File: config.mk
export PLATFORM = sky130hd
export DESIGN_NAME = timer_nbit_multi_oc
export DESIGN_NICKNAME = d
export VERILOG_FILES = /design/src/rtl/timer_nbit_multi_oc.sv
export SDC_FILE = /design/constraint.sdc
export NUM_CORES = 1
export LEC_CHECK = 0
export CORE_ASPECT_RATIO = 0.75
export CORE_MARGIN = 10
export CORE_UTILIZATION = 39
export DETAILED_ROUTE_END_ITERATION = 8
export PLACE_DENSITY_LB_ADDON = 0.15
export SLEW_MARGIN = 25
export SYNTH_ARGS = -nofsm -noshare
export SYNTH_HDL_FRONTEND = slang
export SYNTH_SLANG_ARGS = --single-unit
File: constraint.sdc
create_clock -name sysClock -period 2.75 [get_ports sysClock]
set_input_delay 0.55 -clock sysClock [delete_from_list [all_inputs] [get_ports sysClock]]
set_output_delay 0.55 -clock sysClock [all_outputs]
set_load 0.01 [all_outputs]
File: src/rtl/timer_nbit_multi_oc.sv
// WIDTH-bit timer with an ATMega-style prescaler, NUM_OC output-compare channels and normal/CTC modes.
// Optional macro TIMER_OCR_BUFFER_EN: OCR writes are buffered and reach the compare logic when the count returns to 0.
module timer_nbit_multi_oc #(
    parameter int WIDTH  = 16,
    parameter int NUM_OC = 2,
    parameter int SEL_W  = 2
) (
    input  logic                    sysClock,
    input  logic                    rst,
    input  logic [WIDTH-1:0]        TCNT_input,
    input  logic                    TCNT_write_enable,
    input  logic                    clear_count,
    input  logic [WIDTH-1:0]        OCR_input,
    input  logic [SEL_W-1:0]        OCR_sel,
    input  logic                    OCR_write_enable,
    input  logic [7:0]              TCCR_input,
    input  logic                    TCCR_write_enable,
    input  logic [NUM_OC:0]         TIMSK_input,
    input  logic                    TIMSK_write_enable,
    input  logic [NUM_OC:0]         TIFR_input,
    input  logic                    TIFR_write_enable,
    output logic [WIDTH-1:0]        TCNT_output,
    output logic [7:0]              TCCR_output,
    output logic [NUM_OC*WIDTH-1:0] OCR_output,
    output logic [NUM_OC:0]         TIMSK_output,
    output logic [NUM_OC:0]         TIFR_output,
    output logic [NUM_OC:0]         irq
);

    localparam logic [WIDTH-1:0] ALL_ONES = '1;

    logic [WIDTH-1:0]  tcnt_q, tcnt_d;
    logic [7:0]        tccr_q, tccr_d;
    logic [NUM_OC:0]   timsk_q, timsk_d;
    logic [NUM_OC:0]   tifr_q, tifr_d;
    logic [9:0]        presc_q, presc_d;
    logic [9:0]        presc_mask;
    logic              running;
    logic              tick;
    logic [NUM_OC-1:0] cmp_hit;
    logic [NUM_OC-1:0] ocr_sel_hit;
    logic              cmp_en;
    logic              tov_set;
    logic              zero_by_tick;

    // A tick fires when the low log2(div) prescaler bits are all ones.
    always_comb begin
        presc_mask = 10'h000;
        running    = 1'b1;
        case (tccr_q[2:0])
            3'd1:    presc_mask = 10'h000;
            3'd2:    presc_mask = 10'h007;
            3'd3:    presc_mask = 10'h03F;
            3'd4:    presc_mask = 10'h0FF;
            3'd5:    presc_mask = 10'h3FF;
            default: running    = 1'b0;
        endcase
    end

    assign tick    = running && ((presc_q & presc_mask) == presc_mask);
    assign presc_d = TCCR_write_enable ? 10'd0 : presc_q + 10'd1;

    genvar gi;
    generate
        for (gi = 0; gi < NUM_OC; gi++) begin : g_oc
            logic [WIDTH-1:0] act_q, act_d;

            assign ocr_sel_hit[gi] = OCR_write_enable && (int'(OCR_sel) == gi);
            assign cmp_hit[gi]     = (tcnt_q == act_q);
`ifdef TIMER_OCR_BUFFER_EN
            logic [WIDTH-1:0] buf_q, buf_d;

            assign buf_d = ocr_sel_hit[gi] ? OCR_input : buf_q;
            assign act_d = (!running || zero_by_tick) ? buf_d : act_q;
            assign OCR_output[gi*WIDTH +: WIDTH] = buf_q;

            always_ff @(posedge sysClock) begin
                if (rst) begin
                    buf_q <= '0;
                    act_q <= '0;
                end else begin
                    buf_q <= buf_d;
                    act_q <= act_d;
                end
            end
`else
            assign act_d = ocr_sel_hit[gi] ? OCR_input : act_q;
            assign OCR_output[gi*WIDTH +: WIDTH] = act_q;

            always_ff @(posedge sysClock) begin
                if (rst) begin
                    act_q <= '0;
                end else begin
                    act_q <= act_d;
                end
            end
`endif
        end
    endgenerate

    // Explicit clears and loads outrank the tick and also mask that cycle's compare.
    always_comb begin
        tcnt_d       = tcnt_q;
        cmp_en       = 1'b0;
        tov_set      = 1'b0;
        zero_by_tick = 1'b0;
        if (clear_count) begin
            tcnt_d = '0;
        end else if (TCNT_write_enable) begin
            tcnt_d = TCNT_input;
        end else if (tick) begin
            cmp_en = 1'b1;
            if (tccr_q[3] && cmp_hit[0]) begin
                tcnt_d       = '0;
                zero_by_tick = 1'b1;
            end else begin
                tcnt_d = tcnt_q + WIDTH'(1);
                if (tcnt_q == ALL_ONES) begin
                    tov_set      = 1'b1;
                    zero_by_tick = 1'b1;
                end
            end
        end
    end

    // Hardware sets are applied after the software clear so a coincident set survives.
    always_comb begin
        tifr_d = tifr_q;
        if (TIFR_write_enable) begin
            tifr_d = tifr_q & ~TIFR_input;
        end
        if (cmp_en) begin
            tifr_d[NUM_OC:1] = tifr_d[NUM_OC:1] | cmp_hit;
        end
        if (tov_set) begin
            tifr_d[0] = 1'b1;
        end
    end

    assign tccr_d  = TCCR_write_enable  ? TCCR_input  : tccr_q;
    assign timsk_d = TIMSK_write_enable ? TIMSK_input : timsk_q;

    always_ff @(posedge sysClock) begin
        if (rst) begin
            tcnt_q  <= '0;
            tccr_q  <= '0;
            timsk_q <= '0;
            tifr_q  <= '0;
            presc_q <= '0;
        end else begin
            tcnt_q  <= tcnt_d;
            tccr_q  <= tccr_d;
            timsk_q <= timsk_d;
            tifr_q  <= tifr_d;
            presc_q <= presc_d;
        end
    end

    assign TCNT_output  = tcnt_q;
    assign TCCR_output  = tccr_q;
    assign TIMSK_output = timsk_q;
    assign TIFR_output  = tifr_q;
    assign irq          = tifr_q & timsk_q;

endmodule

==> results of run 1 <==
[stage by stage]
step	area (sq um)	utilization (%)	power (mW)	hold slack, ns
3_5_place_dp	5080	55.0	1.58	0.464
5_1_grt	5390	58.4	2.84	0.519
4_1_cts	5390	58.4	2.76	0.477
3_3_place_gp	5080	55.0	1.57	0.458
6_report	5390	58.4	2.76	0.474
2_1_floorplan	3770	-	1.35	0.437
[how the worst max path moves through the flow]
stage	startpoint	endpoint	slack (ns)
after floorplan	TCNT_output[0]$_SDFFE_PP0P_	TCNT_output[3]$_SDFFE_PP0P_	0.85
after global placement	TCNT_write_enable	TCNT_output[10]$_SDFFE_PP0P_	0.57
after detailed placement	TCNT_write_enable	TCNT_output[10]$_SDFFE_PP0P_	0.52
after CTS	g_oc[0].act_q[2]$_SDFFE_PP0P_	TCNT_output[6]$_SDFFE_PP0P_	0.54
after global routing	presc_q[2]$_SDFF_PP0_	TCNT_output[5]$_SDFFE_PP0P_	0.34
final	TCNT_output[7]$_SDFFE_PP0P_	TCNT_output[6]$_SDFFE_PP0P_	0.51
[sequential cells by signal (all words and copies together) (netlist names)]
| name | count |
|---|---|
| TCCR_output | 8 |
| TCNT_output | 16 |
| TIFR_output | 3 |
| TIMSK_output | 3 |
| g_oc.act_q | 32 |
| presc_q | 10 |
[layout make-up]
| type | instances | area, sq um | area share [%] |
|---|---|---|---|
| clock buffers | 10 | 239 | 4.43 |
| inverters | 5 | 18.8 | 0.348 |
| clock inverters | 6 | 67.6 | 1.25 |
| well taps | 128 | 160 | 2.97 |
| repair buffers | 144 | 1380 | 25.6 |
| multi-input cells | 340 | 2080 | 38.6 |
| flip-flops and latches | 72 | 1440 | 26.7 |
[synth_stat cells (all sizes together), types with 4 or more instances]
| library cell | instances |
|---|---|
| nand2 | 86 |
| dfxtp | 72 |
| a21oi | 42 |
| xor2 | 38 |
| nor2 | 25 |
| buf | 18 |
| clkbuf | 18 |
| nand4 | 18 |
| nand3 | 14 |
| nor4 | 12 |
| a31oi | 11 |
| mux2i | 11 |
| o21ai | 8 |
| a221o | 6 |
| and2 | 6 |
| inv | 5 |
| nor2b | 4 |
| nor3 | 4 |
| or2 | 4 |
| xnor2 | 4 |
[where the power goes]
part	switching [mW]	leakage (nW)	total (mW)	internal [mW]
clock	0.468	0.145	1.20	0.730
sequential	0.0408	0.586	1.12	1.08
combinational	0.221	1.35	0.443	0.221
[logic make-up (layout without fill, tap and decap cells)]
group,after synthesis,in the layout,synth area share (%)
AND/OR/NAND/NOR,189,189,24.1
AO/OA/AOI/OAI,96,96,17.8
flip-flops,72,72,38.3
buffers and inverters,43,165,6.51
XOR/XNOR,42,42,9.76
multiplexers,11,11,2.92
adder cells (fa/ha/maj),2,2,0.664
[worst register-to-register path: stages (launching register included)]
cell,delay [ns]
dfxtp_1,0.37
xor2_1,0.19
nor4_1,0.39
and4_1,0.67
a2111oi_0,0.24
o31a_1,0.28
[layer usage]
layer	vias up	global-route usage (%)	share of wire (%)	wire (um)
li1	1845	-	-	-
met1	1855	25.9	47	6350
met3	12	6.08	8.9	1200
met5	-	0	0	0
met4	0	4.26	0.70	93
met2	190	26.2	43	5740
==> results.md, run 1 <==
- CTS tree: done
- Port Buffers: 120
- Depth of the worst hold-timing path: 1
- Synth Register Bits: 72
- EDFF count, synth: 0
- Dpl hpwl: 10100 um
- Row count: 30
- DIE HEIGHT: between 100 and 150 um
- Max Cap Viol: 0
- Worst-path clk slew: ~0.060 ns
- Avg Cell Area, Syn: 8.28 sq um
- H-tree Lvls: 3
- Critical path startpoint category: register
- Vias per inst: roughly 5.5
- Total Routed Length: ~13000 um
- TNS Setup: 0 ns
- CTS Hold Bufs: 0
- Clk sinks: 72
- Yosys warns: 0
- Fin crit share: 81.5%
- Max incr delay on CP: 0.67 ns
- Syn Inst Count: 455
- Area of the mapped netlist: roughly 0.0038 sq mm
- Clock buffer depth: 2
- CTS resizes: 0
- Inserted Diodes: 0
- GR Overflow Total: 0
- Asr flop ratio synth: 0%
- Wire length of the first global-routing pass: 21000 um
- Vias in the first global route: 3712
- GPL Wtd Cong: 0.914
- Leading cell types in the layout, fill and taps excluded: 120 x clkdlybuf4s50_1, 86 x nand2_1, 72 x dfxtp_1
- Worst r2r dst: TCNT_output[6]$_SDFFE_PP0P_
- Syn-to-layout area delta: 43.0%
- DR pass1 iterations: 4
- Ports: approximately 120
- Count of final setup violators: 0
- Seq/Total Area, Yosys: around two fifths
- Post-synth top area share: 38.3%
- RSZ-0062 raised after global routing: no
- Reg2Reg Depth: 5
- Slew Limit Fails: 0
- Reg-to-reg setup timing slack: slightly above 0.5 ns
- Hold Vio Cnt, Final: 0
- Worst Slack Setup Final: 0.509 ns
- Slew @ Worst Pin: 0.694 ns
- Max_slew headroom: 53.6%
- Later-pin clock latency in the skew report: around 0.34 ns
- Root Buffer: clkbuf_16
- Critical path class: register to register
- Area leader, netlist: dfxtp_1
- Horiz. Die Dim: roughly 130 um
- Share of layout cells above drive strength 1: 9.19%
- Slowest CP cell: and4_1
- Most common cell after layout, fill and taps aside: clkdlybuf4s50_1
- IR drop worst, VDD: 0.323 mV
- Fillers: 852
- Min-Delay Endpoint: presc_q[0]$_SDFF_PP0_
- Count of cell types in the netlist: 58
- DRT iter0 DRCs: 427
- Worst hold path type: register to register
- Pre-CTS setup slack: 0.520 ns
- CP Depth: 5
- Status: finished, final reports clean
- Setup Buffers After CTS: 0
- CP arrival: 2.46 ns
- Reg2reg start: TCNT_output[7]$_SDFFE_PP0P_
- Inserted Clock Buffers: 9
- Core area: between 0.009 and 0.01 sq mm
- Finished Layout Cells: 705
- CP Capture Type: register
- Mapped Nets: 513
- Routed length per instance: ~19 um
- Clock Skew: 0.00989 ns
- Crit path buffers/inverters: 0
- Total leakage power: 2.08 nW
- Hold Crit Start: presc_q[0]$_SDFF_PP0_
- Top FF cell, synth: dfxtp_1
- DRC Markers: 0
- Delay-heaviest family, CP: simple AND/OR/NAND/NOR gates
- Pwr Density: ~510 mW/mm^2
- Die Area: 0.0140 sq mm
- CP Data Required Time: between 2 and 3 ns
- Final ANT Viol Nets: 0
- Via count: 3902
- Total track usage: 18.4%
- Initial Util: roughly 41%
- Placed cell count: slightly below 700
- Synth area leaders: dfxtp_1 38%, xor2_1 8.8%, nand2_1 8.6%
- Critical-path cell list: xor2_1 -> nor4_1 -> and4_1 -> a2111oi_0 -> o31a_1
- FMAX: 0.446 GHz
- Fin crit period: 2.24 ns
- Worst-path fanout max: 16
- Nets: 630
- Largest net degree at the start of global routing: 48
- Initial antenna violation count: 0
(Power assumes the default switching activity.)
==> run 2: changes to the inputs <==
==> constraint.sdc (replaced) <==
create_clock -name sysClock -period 2 [get_ports sysClock]
set_input_delay 0.4 -clock sysClock [delete_from_list [all_inputs] [get_ports sysClock]]
set_output_delay 0.4 -clock sysClock [all_outputs]
set_load 0.01 [all_outputs]
==> run 2 against run 1 <==
Clock power grew 56%. Cell count rose by 3.3%. Sequential power rose by 38%. Clock skew decreased by 0.0034 ns. Combinational power is 47% higher. Global-route usage rose by 0.30 points. Critical path depth fell by 3. Count of clock-buffer cells in the layout decreased by 1. Sequential cell count is the same. Power up 47%. First-iteration DRC count decreased by 7.3%.
==> results.md, run 2 (synthesis gave the netlist of run 1 again) <==
- Max_slew headroom: 73.0%
- CP Data Required Time: 1.60 ns
- Worst-path clk slew: 0.06 ns
- CTS tree: done
- Total leakage power: 2.21 nW
- Total track usage: 18.7%
- Clock Skew: roughly 0.0064 ns
- Reg2reg start: TCCR_output[0]$_SDFFE_PP0P_
- Max Cap Viol: 0
- Worst hold path type: register to register
- Clock buffer depth: 2
- Power consumption: 4.06 mW
- Clk sinks: 72
- Count of final setup violators: 0
- GPL Wtd Cong: around 0.9
- Share of layout cells above drive strength 1: between 10% and 20%
- Status: finished, final reports clean
- Vias in the first global route: 3841
- Wire length of the first global-routing pass: 21200 um
- H-tree Lvls: 3
- IR drop worst, VDD: 0.454 mV
- Routed length per instance: about 19 um
- Final ANT Viol Nets: 0
- Leading cell types in the layout, fill and taps excluded: 120 x clkdlybuf4s50_1, 86 x nand2_1, 68 x dfxtp_1
- Initial Util: 40.8%
- FMAX: 0.513 GHz
- Finished Layout Cells: 728
- DRT iter0 DRCs: 396
- Total Routed Length: 13700 um
- Nets: approximately 650
- Inserted Diodes: 0
- DRC Markers: 0
- Fin crit period: 1.95 ns
- Hold Vio Cnt, Final: 0
- Syn-to-layout area delta: 49.4%
- Reg2Reg Depth: 6
- Dpl hpwl: 10200 um
- Placed cell count: 709
- Root Buffer: clkbuf_16
- Fillers: 841
- Slew @ Worst Pin: 0.395 ns
- Via count: about 3900
- Row count: 30
- Min-Delay Endpoint: presc_q[0]$_SDFF_PP0_
- Largest net degree at the start of global routing: 42
- DR pass1 iterations: 5
- DIE HEIGHT: 105 um
- Top reg by flops: g_oc.act_q
- Ports: 121
- GR Overflow Total: 0
- CP Capture Type: primary output
- Pwr Density: 721 mW/mm^2
- Core area: 0.00923 sq mm
- Slew Limit Fails: 0
- Horiz. Die Dim: approximately 130 um
- Port Buffers: 120
- Hold Crit Start: presc_q[0]$_SDFF_PP0_
- Reg-to-reg setup timing slack: approximately 0.070 ns
- Initial antenna violation count: 0
- Most common cell after layout, fill and taps aside: clkdlybuf4s50_1
- Worst r2r dst: TCNT_output[3]$_SDFFE_PP0P_
- Critical path class: register to primary output
- Die Area: between 0.01 and 0.015 sq mm
- Critical path startpoint category: register
- CTS Hold Bufs: 0
- Fin crit share: 97.4%
- Depth of the worst hold-timing path: 1
- Max reg flops: 32
- Worst-path fanout max: 6
- Later-pin clock latency in the skew report: 0.34 ns
- CP arrival: 1.55 ns
- Inserted Clock Buffers: 9
- Vias per inst: 5.42
[run 2: cell types whose count changed in the layout (fill, tap and decap cells not counted), sizes merged]
cell / change
bufinv: +2
clkinv: -1
clkbuf: -1
buf: +23
[run 2: cell type report]
class	instances	area, sq um	area share (%)
Timing Repair Buffer	167	1570	27.8
Multi-Input combinational cell	340	2090	37.2
Inverter	5	18.8	0.333
Sequential cell	72	1450	25.7
Clock inverter	7	119	2.11
Clock buffer	9	225	4.00
Tap cell	128	160	2.85
[run 2: critical path: stages (launching register included)]
cell and delay [ns]:
dfxtp_1 0.46, buf_4 0.20, clkdlybuf4s50_1 0.55
[run 2: through the flow]
stage               area [sq um]  utilization, %  hold slack [ns]  TNS (ns)  worst slack (ns)
floorplan                   3770               -            0.437         0             0.101
global placement            5250            56.8            0.459         0            0.0590
detailed placement          5250            56.8            0.463         0            0.0187
CTS                         5590            60.5            0.479         0          0.000386
global route                5630            61.0            0.511  -0.00859          -0.00745
finish                      5630            61.0            0.483         0            0.0522
[run 2: what timing repair did]
item	in CTS	in global routing
gates resized for setup	0	6
setup endpoints to repair	0	9
hold endpoints to repair	0	0
buffers inserted	0	3
[run 2: metal layers]
layer  vias up  share of wire (%)  track usage [%]
met5         -                  0                0
met4         0               0.65             3.57
met3         8                9.9             8.13
met2       197                 44             27.5
met1      1860                 45             24.7
li1       1884                  -                -
[run 2: worst max-delay path by stage]
stage	from	endpoint	slack, ns	depth (start not counted)
finish	TCNT_output[7]$_SDFFE_PP0P_	TCNT_output[7]	0.05	2
global route	TCCR_output[0]$_SDFFE_PP0P_	TCNT_output[3]$_SDFFE_PP0P_	-0.007	6
CTS	TCNT_output[2]$_SDFFE_PP0P_	TCNT_output[9]$_SDFFE_PP0P_	0.0004	6
detailed placement	TCNT_write_enable	TCNT_output[10]$_SDFFE_PP0P_	0.02	5
global placement	TCNT_write_enable	TCNT_output[10]$_SDFFE_PP0P_	0.06	5
floorplan	TCNT_output[0]$_SDFFE_PP0P_	TCNT_output[3]$_SDFFE_PP0P_	0.10	8
[run 2: report_power, final]
part           internal (mW)  switching (mW)  total, mW
combinational          0.335           0.315      0.650
clock                   1.22           0.649       1.87
sequential              1.48          0.0550       1.54
total                   3.04            1.02       4.06
